[src/rtl/cpu_sequencer_pkg.sv]
// Shared definitions for the CPU program sequencer: FSM encoding,
// the HALT opcode and the NOP word driven whenever nothing is issued.
package cpu_sequencer_pkg;

   localparam int CODE_W = 16;

   typedef enum logic [1:0] {
      ST_IDLE  = 2'd0,
      ST_CLEAR = 2'd1,
      ST_RUN   = 2'd2,
      ST_DONE  = 2'd3
   } seq_state_e;

   localparam logic [3:0]        OP_HALT  = 4'hE;
   localparam logic [CODE_W-1:0] CODE_NOP = 16'h0000;

   function automatic logic is_halt(input logic [CODE_W-1:0] word);
      return word[CODE_W-1 -: 4] == OP_HALT;
   endfunction

endpackage

[src/rtl/cpu_sequencer_prog_mem.sv]
// Program store: DEPTH x 16 words, one synchronous write port, one
// asynchronous read port so the sequencer can decode mem[pc] in the same cycle.
module cpu_sequencer_prog_mem
   import cpu_sequencer_pkg::*;
#(
   parameter int DEPTH = 16,
   parameter int AW    = 4
) (
   input  logic              clk,
   input  logic              we_i,
   input  logic [AW-1:0]     waddr_i,
   input  logic [CODE_W-1:0] wdata_i,
   input  logic [AW-1:0]     raddr_i,
   output logic [CODE_W-1:0] rdata_o
);

   logic [CODE_W-1:0] mem_q [DEPTH];

   // Contents deliberately survive reset so a program can be rerun.
   always_ff @(posedge clk) begin
      if (we_i) begin
         mem_q[waddr_i] <= wdata_i;
      end
   end

   assign rdata_o = mem_q[raddr_i];

endmodule

[src/rtl/cpu_sequencer.sv]
// Streams a loaded program to a CPU one word per cycle: a one-cycle CPU clear,
// then issue with pause (NOP insertion), HALT detection, abort and end-of-program.
module cpu_sequencer
   import cpu_sequencer_pkg::*;
#(
   parameter int DEPTH = 16,
   parameter int AW    = 4
) (
   input  logic              clk,
   input  logic              clr,
   input  logic              wr_en,
   input  logic [AW-1:0]     wr_addr,
   input  logic [CODE_W-1:0] wr_data,
   input  logic [AW-1:0]     last_addr,
   input  logic              start,
   input  logic              pause,
   input  logic              abort,
   output logic [CODE_W-1:0] code,
   output logic              cpu_clr,
   output logic [AW-1:0]     pc,
   output logic              busy,
   output logic              done,
   output logic              wr_err
);

   seq_state_e        state_q;
   logic [CODE_W-1:0] code_q;
   logic              cpu_clr_q;
   logic [AW-1:0]     pc_q;
   logic [AW-1:0]     last_q;
   logic              fin_q;
   logic              wr_err_q;

   logic              busy_d;
   logic              mem_we_d;
   logic [AW-1:0]     pc_inc_d;
   logic [CODE_W-1:0] word_d;

   assign busy_d   = (state_q == ST_CLEAR) || (state_q == ST_RUN);
   assign mem_we_d = wr_en && !clr && !busy_d;
   assign pc_inc_d = pc_q + AW'(1);

   cpu_sequencer_prog_mem #(
      .DEPTH (DEPTH),
      .AW    (AW)
   ) prog_mem (
      .clk     (clk),
      .we_i    (mem_we_d),
      .waddr_i (wr_addr),
      .wdata_i (wr_data),
      .raddr_i (pc_q),
      .rdata_o (word_d)
   );

   // CLEAR and RUN share the issue path: the cycle leaving CLEAR already
   // presents word 0. fin_q marks that the last word went out, so DONE
   // appears one cycle later with code back at NOP.
   always_ff @(posedge clk) begin
      if (clr) begin
         state_q   <= ST_IDLE;
         code_q    <= CODE_NOP;
         cpu_clr_q <= 1'b1;
         pc_q      <= '0;
         last_q    <= '0;
         fin_q     <= 1'b0;
         wr_err_q  <= 1'b0;
      end else begin
         code_q    <= CODE_NOP;
         cpu_clr_q <= 1'b0;
         wr_err_q  <= wr_en && busy_d;
         if (abort) begin
            state_q <= ST_IDLE;
            pc_q    <= '0;
            fin_q   <= 1'b0;
         end else begin
            case (state_q)
               ST_IDLE, ST_DONE: begin
                  if (start) begin
                     state_q   <= ST_CLEAR;
                     last_q    <= last_addr;
                     pc_q      <= '0;
                     cpu_clr_q <= 1'b1;
                     fin_q     <= 1'b0;
                  end
               end
               ST_CLEAR, ST_RUN: begin
                  if (fin_q) begin
                     state_q <= ST_DONE;
                     fin_q   <= 1'b0;
                  end else begin
                     state_q <= ST_RUN;
                     if (!pause) begin
                        pc_q <= pc_inc_d;
                        if (is_halt(word_d)) begin
                           state_q <= ST_DONE;
                        end else begin
                           code_q <= word_d;
                           fin_q  <= (pc_q == last_q);
                        end
                     end
                  end
               end
               default: state_q <= ST_IDLE;
            endcase
         end
      end
   end

   assign code    = code_q;
   assign cpu_clr = cpu_clr_q;
   assign pc      = pc_q;
   assign busy    = busy_d;
   assign done    = (state_q == ST_DONE);
   assign wr_err  = wr_err_q;

endmodule

[config.mk]
export PLATFORM = sky130hd
export DESIGN_NAME = cpu_sequencer
export DESIGN_NICKNAME = d
export VERILOG_FILES = /design/src/rtl/cpu_sequencer_pkg.sv /design/src/rtl/cpu_sequencer_prog_mem.sv /design/src/rtl/cpu_sequencer.sv
export SDC_FILE = /design/constraint.sdc
export NUM_CORES = 1
export LEC_CHECK = 0
export CAP_MARGIN = 20
export CORE_ASPECT_RATIO = 1.75
export CORE_MARGIN = 4
export CORE_UTILIZATION = 50
export DETAILED_ROUTE_END_ITERATION = 10
export GPL_ROUTABILITY_DRIVEN = 0
export PLACE_DENSITY = 0.76
export SYNTH_ARGS = -nofsm -noshare
export SYNTH_HDL_FRONTEND = slang
export SYNTH_HIERARCHICAL = 1
export SYNTH_SLANG_ARGS = --single-unit
export TNS_END_PERCENT = 20
[constraint.sdc]
create_clock -name clk -period 4.4 [get_ports clk]
set_input_delay 0.88 -clock clk [delete_from_list [all_inputs] [get_ports clk]]
set_output_delay 0.88 -clock clk [all_outputs]
set_load 0.02 [all_outputs]
==> Word-level counts from Yosys, hierarchy flattened <==
Memory sizes are Yosys's and may differ from the RTL's. A register that Yosys moved wholly into a read port is not among the register bits.
Cells that the tools add are included.
{ "op_classes": {"eq_ne": 8, "addsub": 1, "muxes": 21, "bitwise_logic": 2, "reduce_logical": 13} }
{ "op_table": {"columns": ["cell", "count"], "rows": [
  ["4-bit 2-to-1 mux", 5],
  ["1-bit 2-to-1 mux", 12],
  ["4-bit one-hot mux with 2 select lines", 1],
  ["2-bit inequality test, second input constant", 3],
  ["3-bit AND reduction", 2],
  ["2-bit OR reduction", 3],
  ["6-bit OR reduction", 1],
  ["4-bit by 1-bit adder with 4-bit output, second input constant", 1],
  ["2-bit equality test, second input constant", 2],
  ["4-bit equality test", 1],
  ["4-bit equality test, second input constant", 1],
  ["2-bit one-hot mux with 2 select lines", 1],
  ["1-bit logical AND", 3],
  ["2-bit by 1-bit equality test with 1-bit output, second input constant", 1],
  ["1-bit logical NOT", 2],
  ["2-bit logical NOT", 1],
  ["2-bit 2-to-1 mux", 1],
  ["1-bit inverter", 2],
  ["1-bit one-hot mux with 2 select lines", 1],
  ["1-bit logical OR", 1]
]} }
{ "word_totals": {"n_memories": 1, "wordCells": 53, "output_inout_bits": 24, "mem_bits_rw": 256, "inputBits": 30, "reg_bits": 29} }
{ "mem_list": {"columns": ["name", "words", "width", "rd", "rd_ports_with_merged_regs", "write_ports", "line", "text"], "rows": [
  ["prog_mem.mem_q", 16, 16, 1, 1, 1, "cpu_sequencer_prog_mem.sv:17", "logic [CODE_W-1:0] mem_q [DEPTH];"]
]} }

==> Logic depth before layout (Yosys ltp) <==
Gate-level depths: netlist (run 1).
{ "logic_depth": {"ltp_word": 6, "ltp_mapped": 9, "ltp_nobuf": 6} }

==> Modules after synthesis <==
Netlist (run 1), hierarchy kept.
{ "by_module_without_submodules": {"columns": ["module", "area_each_um2", "seq_area_each_um2", "cells_per_inst", "instances"], "rows": [
  ["cpu_sequencer_prog_mem", 9721.8, 7687.4, 416, 1],
  ["cpu_sequencer", 1068.5, 580.6, 101, 1]
]} }

==> Worst setup path before layout (run 1) <==
No wires, ideal clock.
{ "synth_path": {"kind": "input -> register", "start": "input port clr", "end": "memory prog_mem.mem_q[0][0] (enable)", "path_buffers": 1, "t_required_ns": 3.991, "path_slack_ns": 0.925, "cell_stages": 4, "arrival_time_ns": 3.066, "setup_time_ns": 0.409, "path_cell_list": "clkbuf_1 > nor3b_1 > or3b_2 > nor3_1"} }
{ "synth_via": {"elab_chain_len": 5} }
{ "synth_lines": {"columns": ["element", "line", "text"], "rows": [
  ["from (decl)", "cpu_sequencer.sv:10", "input logic clr,"],
  ["1-bit logical NOT", "cpu_sequencer.sv:40", "assign mem_we_d = wr_en && !clr && !busy_d;"],
  ["1-bit logical AND (2 in a row)", "cpu_sequencer.sv:40", null],
  ["via mem_we_d", "cpu_sequencer.sv:35", "logic mem_we_d;"],
  ["1-bit 2-to-1 mux", "cpu_sequencer_prog_mem.sv:21", "if (we_i) begin"],
  ["1-bit 2-to-1 mux (implied by the code)", "cpu_sequencer_prog_mem.sv:22", "mem_q[waddr_i] <= wdata_i;"],
  ["to (decl)", "cpu_sequencer_prog_mem.sv:17", null]
]} }
The timed path passes the listed nets, and every way through them passes these cells.

==> Final worst setup path (run 1) <==
{ "layout_path": {"start": "register pc_q[0], in the netlist pc[0]", "end": "output port pc[0]"} }
{ "layout_lines": {"columns": ["element", "line", "text"], "rows": [
  ["from (decl)", "cpu_sequencer.sv:29", "logic [AW-1:0] pc_q;"],
  ["from (signal assigned)", "cpu_sequencer.sv:93", "pc_q <= pc_inc_d;"],
  ["to (decl)", "cpu_sequencer.sv:20", "output logic [AW-1:0] pc,"]
]} }
No word-level cell between the ends.

==> flow_summary.ini, run 1 <==
[cts]
cts_setup_buffers = 0
cts_buffers = 23
clock_latency_ns = 0.50
clock_sinks = 285
post_cts_resize_count = 0
cts.clk_slew.worst_paths_ns = 0.07
cts-root-buf = clkbuf_16
cts_tree = yes
cts_buffer_depth = 3
htree_num_levels = 1
cts_hold_buffers = 0

[placed_design]
placed_cell_area_um2 = 11800
place_ws_ns = 0.674
post-dp-hpwl_um = 13900
port_buffers = 53

[routing]
ant_nets = 0
wl_per_cell_um = 24.7
wl_um = 22100
drt_pre_antenna_iters = 5
drcViolationCount = 0
vias = 5300
drtIter0Drc = 539
vias_per_cell = 5.92

[global_route]
grt_pass1_vias = 5598
grt_pass1_wl_um = 34000
grt.overflow.total = 0
antenna_found_initial = 0
grt.total_usage_pct = 18.7
grt_max_degree = 40

[cells_and_area]
area_growth_pct = 16.2
final_area_um2 = 12500
final_core_utilization_pct = 59.4
antenna_cells = 0
fin_nets = 623
drive_gt1_share_pct = 21.9

[yosys]
syn-num-nets = 549
yosys_warnings = 6
synth_area_per_cell_um2 = 20.9
netlist.area_leader.share_pct = 71.2
ys_async_sr_fraction_pct = 0
synth_edf_count = 256
synth_cells = 517
synth.most_common_cell = edfxtp_1
synth_cell_type_count = 38
synth-seq-area-share_pct = 76.6
netlist_top_cells_area = edfxtp_1 (71%), mux4_2 (11%), dfxtp_1 (5.4%), mux4_1 (2.4%), a22oi_1 (2.2%)
synth_common_cells = edfxtp_1 (256), mux4_2 (54), a22oi_1 (32), dfxtp_1 (29), nand2_1 (21)
synth_seq_cells = 285
syn_area_um2 = 10800
synth_ff_type = edfxtp_1
synth.largest_area_cell = edfxtp_1

[sta]
finalClockSkew_ns = 0.0149
rsz0062_at_grt = false
period_needed_ns = 3.55
maxSlewHeadroom_pct = 38.0
fin_ws_ns = 0.849
setup_violations = 0
slew_violations = 0
finalSetupTns_ns = 0
hold_viol_final = 0
worstMarginPinSlew_ns = 0.930
fmaxAchievable_mhz = 282
finalCritPeriodShare_pct = 80.7

[power_and_ir_drop]
power.leakage_uw = 0.00394
finalPower_uw = 5220
cellPowerDensity_nw_per_um2 = 416
peakVddDrop_v = 0.000290

[setup_path]
cp.arrival_ns = 2.67
end_kind = output pin
crit_fanout = 39
crit_required_ns = 3.52
timing_worst_setup_path_type = flip-flop to output pin
cp-start-kind = flip-flop

[floorplanning]
start_util_pct = 51.1
io_pins = 54
die_h_um = 202
die-width_um = 119
core_um2 = 21100
placementRows = 70
die-area_um2 = 24100

[job]
maxCapViolCount = 0

[outcome]
run_status = finished, final reports clean

[hold_path]
holdCritPathClass = flip-flop to flip-flop
-- power breakdown --
part,leakage (uW),internal [uW],switching (uW)
clock network,0.000377,1230,868
registers,0.00254,2970,10.1
logic,0.00102,58.8,90.6
-- worst max-delay path, stage by stage (launching register included) --
cell	delay, ns
dfxtp_4	0.84
buf_4	0.60
clkdlybuf4s50_1	0.72
-- per-layer routing --
layer / global-route usage (%) / routed length, um
met1: 22.6 / 8060
met2: 34.6 / 12100
met3: 2.58 / 1270
met4: 5.64 / 632
met5: 0 / 0
-- cell usage in the layout, fill, tap and decap left out, types with 2 or more instances in the layout --
cell             count
clkinv_2             2
mux4_2              54
mux2i_1              2
nor2b_1              3
nor2_2              12
xor2_1               4
dfxtp_1             27
o21ai_0              4
ha_1                 2
nor3_2               4
nor3b_1              2
a21oi_1              6
buf_4               23
clkinvlp_4           2
nand3_1              5
a22oi_1             32
nor2_1               4
clkbuf_8             5
nand2b_1             4
mux4_1              10
bufinv_16            3
clkbuf_16           23
nand3b_1             5
clkbuf_1             5
a21boi_0             2
and2_1              16
nand2_1             21
clkdlybuf4s50_1     53
edfxtp_1           256
-- registers in the layout, indices dropped and copies added, names as in the netlist --
| name | cells |
|---|---|
| code | 16 |
| cpu_clr | 1 |
| fin_q | 1 |
| last_q | 4 |
| pc | 4 |
| prog_mem/mem_q | 256 |
| state_q | 2 |
| wr_err | 1 |
-- cells by family (layout without fill, tap and decap cells) --
kind of cell             Yosys count  count (layout)  share of synthesized area (%)
XOR/XNOR                           4               4                          0.325
AO/OA/AOI/OAI                     48              48                           3.15
AND/OR/NAND/NOR                   85              85                           4.31
buffers and inverters             27             117                           1.46
multiplexers                      66              66                           13.9
flip-flops                       285             285                           76.6
adder cells (fa/ha/maj)            2               2                          0.232
-- metrics by stage --
| step | hold slack [ns] | cells |
|---|---|---|
| after floorplan | 0.465 | 517 |
| after global placement | 0.481 | 854 |
| after detailed placement | 0.484 | 854 |
| after CTS | 0.495 | 895 |
| after global routing | 0.531 | 895 |
| final | 0.496 | 895 |
-- layout make-up --
class	instances	area [um^2]
Sequential cell	285	8270
Clock buffer	33	663
Fill cell	1459	8570
Multi-Input combinational cell	205	2410
Clock inverter	8	119
Timing Repair Buffer	76	703
Tap cell	288	360
-- final timing paths --
path / from / endpoint / slack, ns / cells past startpoint
worst max-delay path: pc[0] / pc[0] / 0.85 / 2
worst min-delay path: last_q[0] / last_q[0] / 0.50 / 2
worst max register to register: pc[0] / code[4] / 1.17 / 7
worst min register to register: last_q[0] / last_q[0] / 0.50 / 2
(Power assumes the default switching activity.)
==> inputs of run 2 (changes only) <==
Clock period 4.4 ns to 3.4 ns, I/O delays scaled along.
==> flow_summary.ini, run 2 (synthesis results as in run 1) <==
[cells_and_area]
antenna_cells = 0
final_core_utilization_pct = 59.7
area_growth_pct = 16.8
nFillCells = 1435
multi_input_area_um2 = 2410
top_register = prog_mem/mem_q
seq_area_um2 = 8270
fin_nets = 628
fin_cells = 902
drive_gt1_share_pct = 22.6
final_cell_mix = edfxtp_1 (256), mux4_2 (54), clkdlybuf4s50_1 (53)
largest_reg_flops = 256
mostFrequentLayoutCell = edfxtp_1

[placed_design]
port_buffers = 53
dp_cells = 858
post-dp-hpwl_um = 13100

[setup_path]
r2r_slack_ns = 0.51
r2r-start = pc[1]
crit_required_ns = 2.72
startpoint = pc[0]
timing_worst_setup_path_type = flip-flop to output pin
cp-start-kind = flip-flop
end_kind = output pin
worstSetupEndpoint = pc[0]
ff2ff_path_depth = 7
rr_endpoint = code[3]
crit_fanout = 34
cp.arrival_ns = 2.42

[power_and_ir_drop]
peakVddDrop_v = 0.000354
power.leakage_uw = 0.00399
cellPowerDensity_nw_per_um2 = 540

[routing]
drcViolationCount = 0
vias_per_cell = 6.01
ant_nets = 0
drtIter0Drc = 475
wl_um = 22300
drt_pre_antenna_iters = 7
wl_per_cell_um = 24.7
vias = 5422

[cts]
cts.clk_slew.worst_paths_ns = 0.06
cts_buffer_depth = 3
clock_sinks = 285
cts_setup_buffers = 0
htree_num_levels = 1
cts-root-buf = clkbuf_16
post_cts_resize_count = 0
clock_latency_ns = 0.52
cts_buffers = 24
cts_tree = yes
cts_hold_buffers = 0

[sta]
finalCritPeriodShare_pct = 91.1
setup_violations = 0
hold_slack_ns = 0.501
rsz0062_at_grt = false
finalSetupTns_ns = 0
hold_viol_final = 0
fmaxAchievable_mhz = 323
worstMarginPinSlew_ns = 0.947
finalClockSkew_ns = 0.00835
period_needed_ns = 3.10
slew_violations = 0
maxSlewHeadroom_pct = 36.4

[floorplanning]
start_util_pct = 51.1
placementRows = 70
die-width_um = 119
io_pins = 54
die_h_um = 202
core_um2 = 21100
die-area_um2 = 24100

[hold_path]
holdCritPathClass = flip-flop to flip-flop

[global_route]
antenna_found_initial = 0
gr-usage-met3_pct = 2.44
top_usage_layer = met2
grt_pass1_vias = 5636
grt.total_usage_pct = 18.6
grt_pass1_wl_um = 33700
gr-usage-met2_pct = 32.5
grt_max_degree = 35
use_met1_pct = 22.7
grt.overflow.total = 0

[outcome]
run_status = finished, final reports clean

[job]
maxCapViolCount = 0
run 2: final cells by class:
class                   instances  share of cell area (%)
multi-input cells             205                    19.2
flip-flops and latches        285                    65.7
repair buffers                 80                    5.92
clock buffers                  35                    5.66
clock inverters                 9                   0.735
well taps                     288                    2.86
run 2: critical path, stage by stage (launching register included):
cell             delay [ns]
dfxtp_4                0.58
buf_4                  0.58
clkdlybuf4s50_1        0.72
run 2: layer usage:
metal  vias to the layer above  part of all wire, %  wire length, um
met5                         -                    0                0
met4                         0                  4.8             1070
met3                        67                  6.0             1330
met2                       228                   52            11700
met1                      2840                   37             8220
li1                       2287                    -                -
run 2: metrics by stage:
step / total power (uW) / instance area (um^2) / worst slack (ns)
5_1_grt: 7020 / 12600 / 0.129
4_1_cts: 6860 / 12600 / 0.214
3_5_place_dp: 4120 / 11800 / 0.427
6_report: 6800 / 12600 / 0.301
2_1_floorplan: 4010 / 10800 / 0.125
3_3_place_gp: 4110 / 11800 / 0.481
run 2: how the worst min path moves through the flow:
stage               slack [ns]  depth (start not counted)   endpoint      start
global route              0.53                          2  last_q[0]  last_q[0]
detailed placement        0.49                          2  last_q[0]  last_q[0]
global placement          0.48                          2  last_q[0]  last_q[0]
finish                    0.50                          2  last_q[0]  last_q[0]
floorplan                 0.47                          2  last_q[0]  last_q[0]
CTS                       0.50                          2  last_q[0]  last_q[0]
run 2: where the power goes:
group	total [uW]	internal [uW]	switching (uW)
clock	2760	1610	1160
combinational	188	77.3	111
sequential	3850	3840	10.4
total	6800	5520	1280
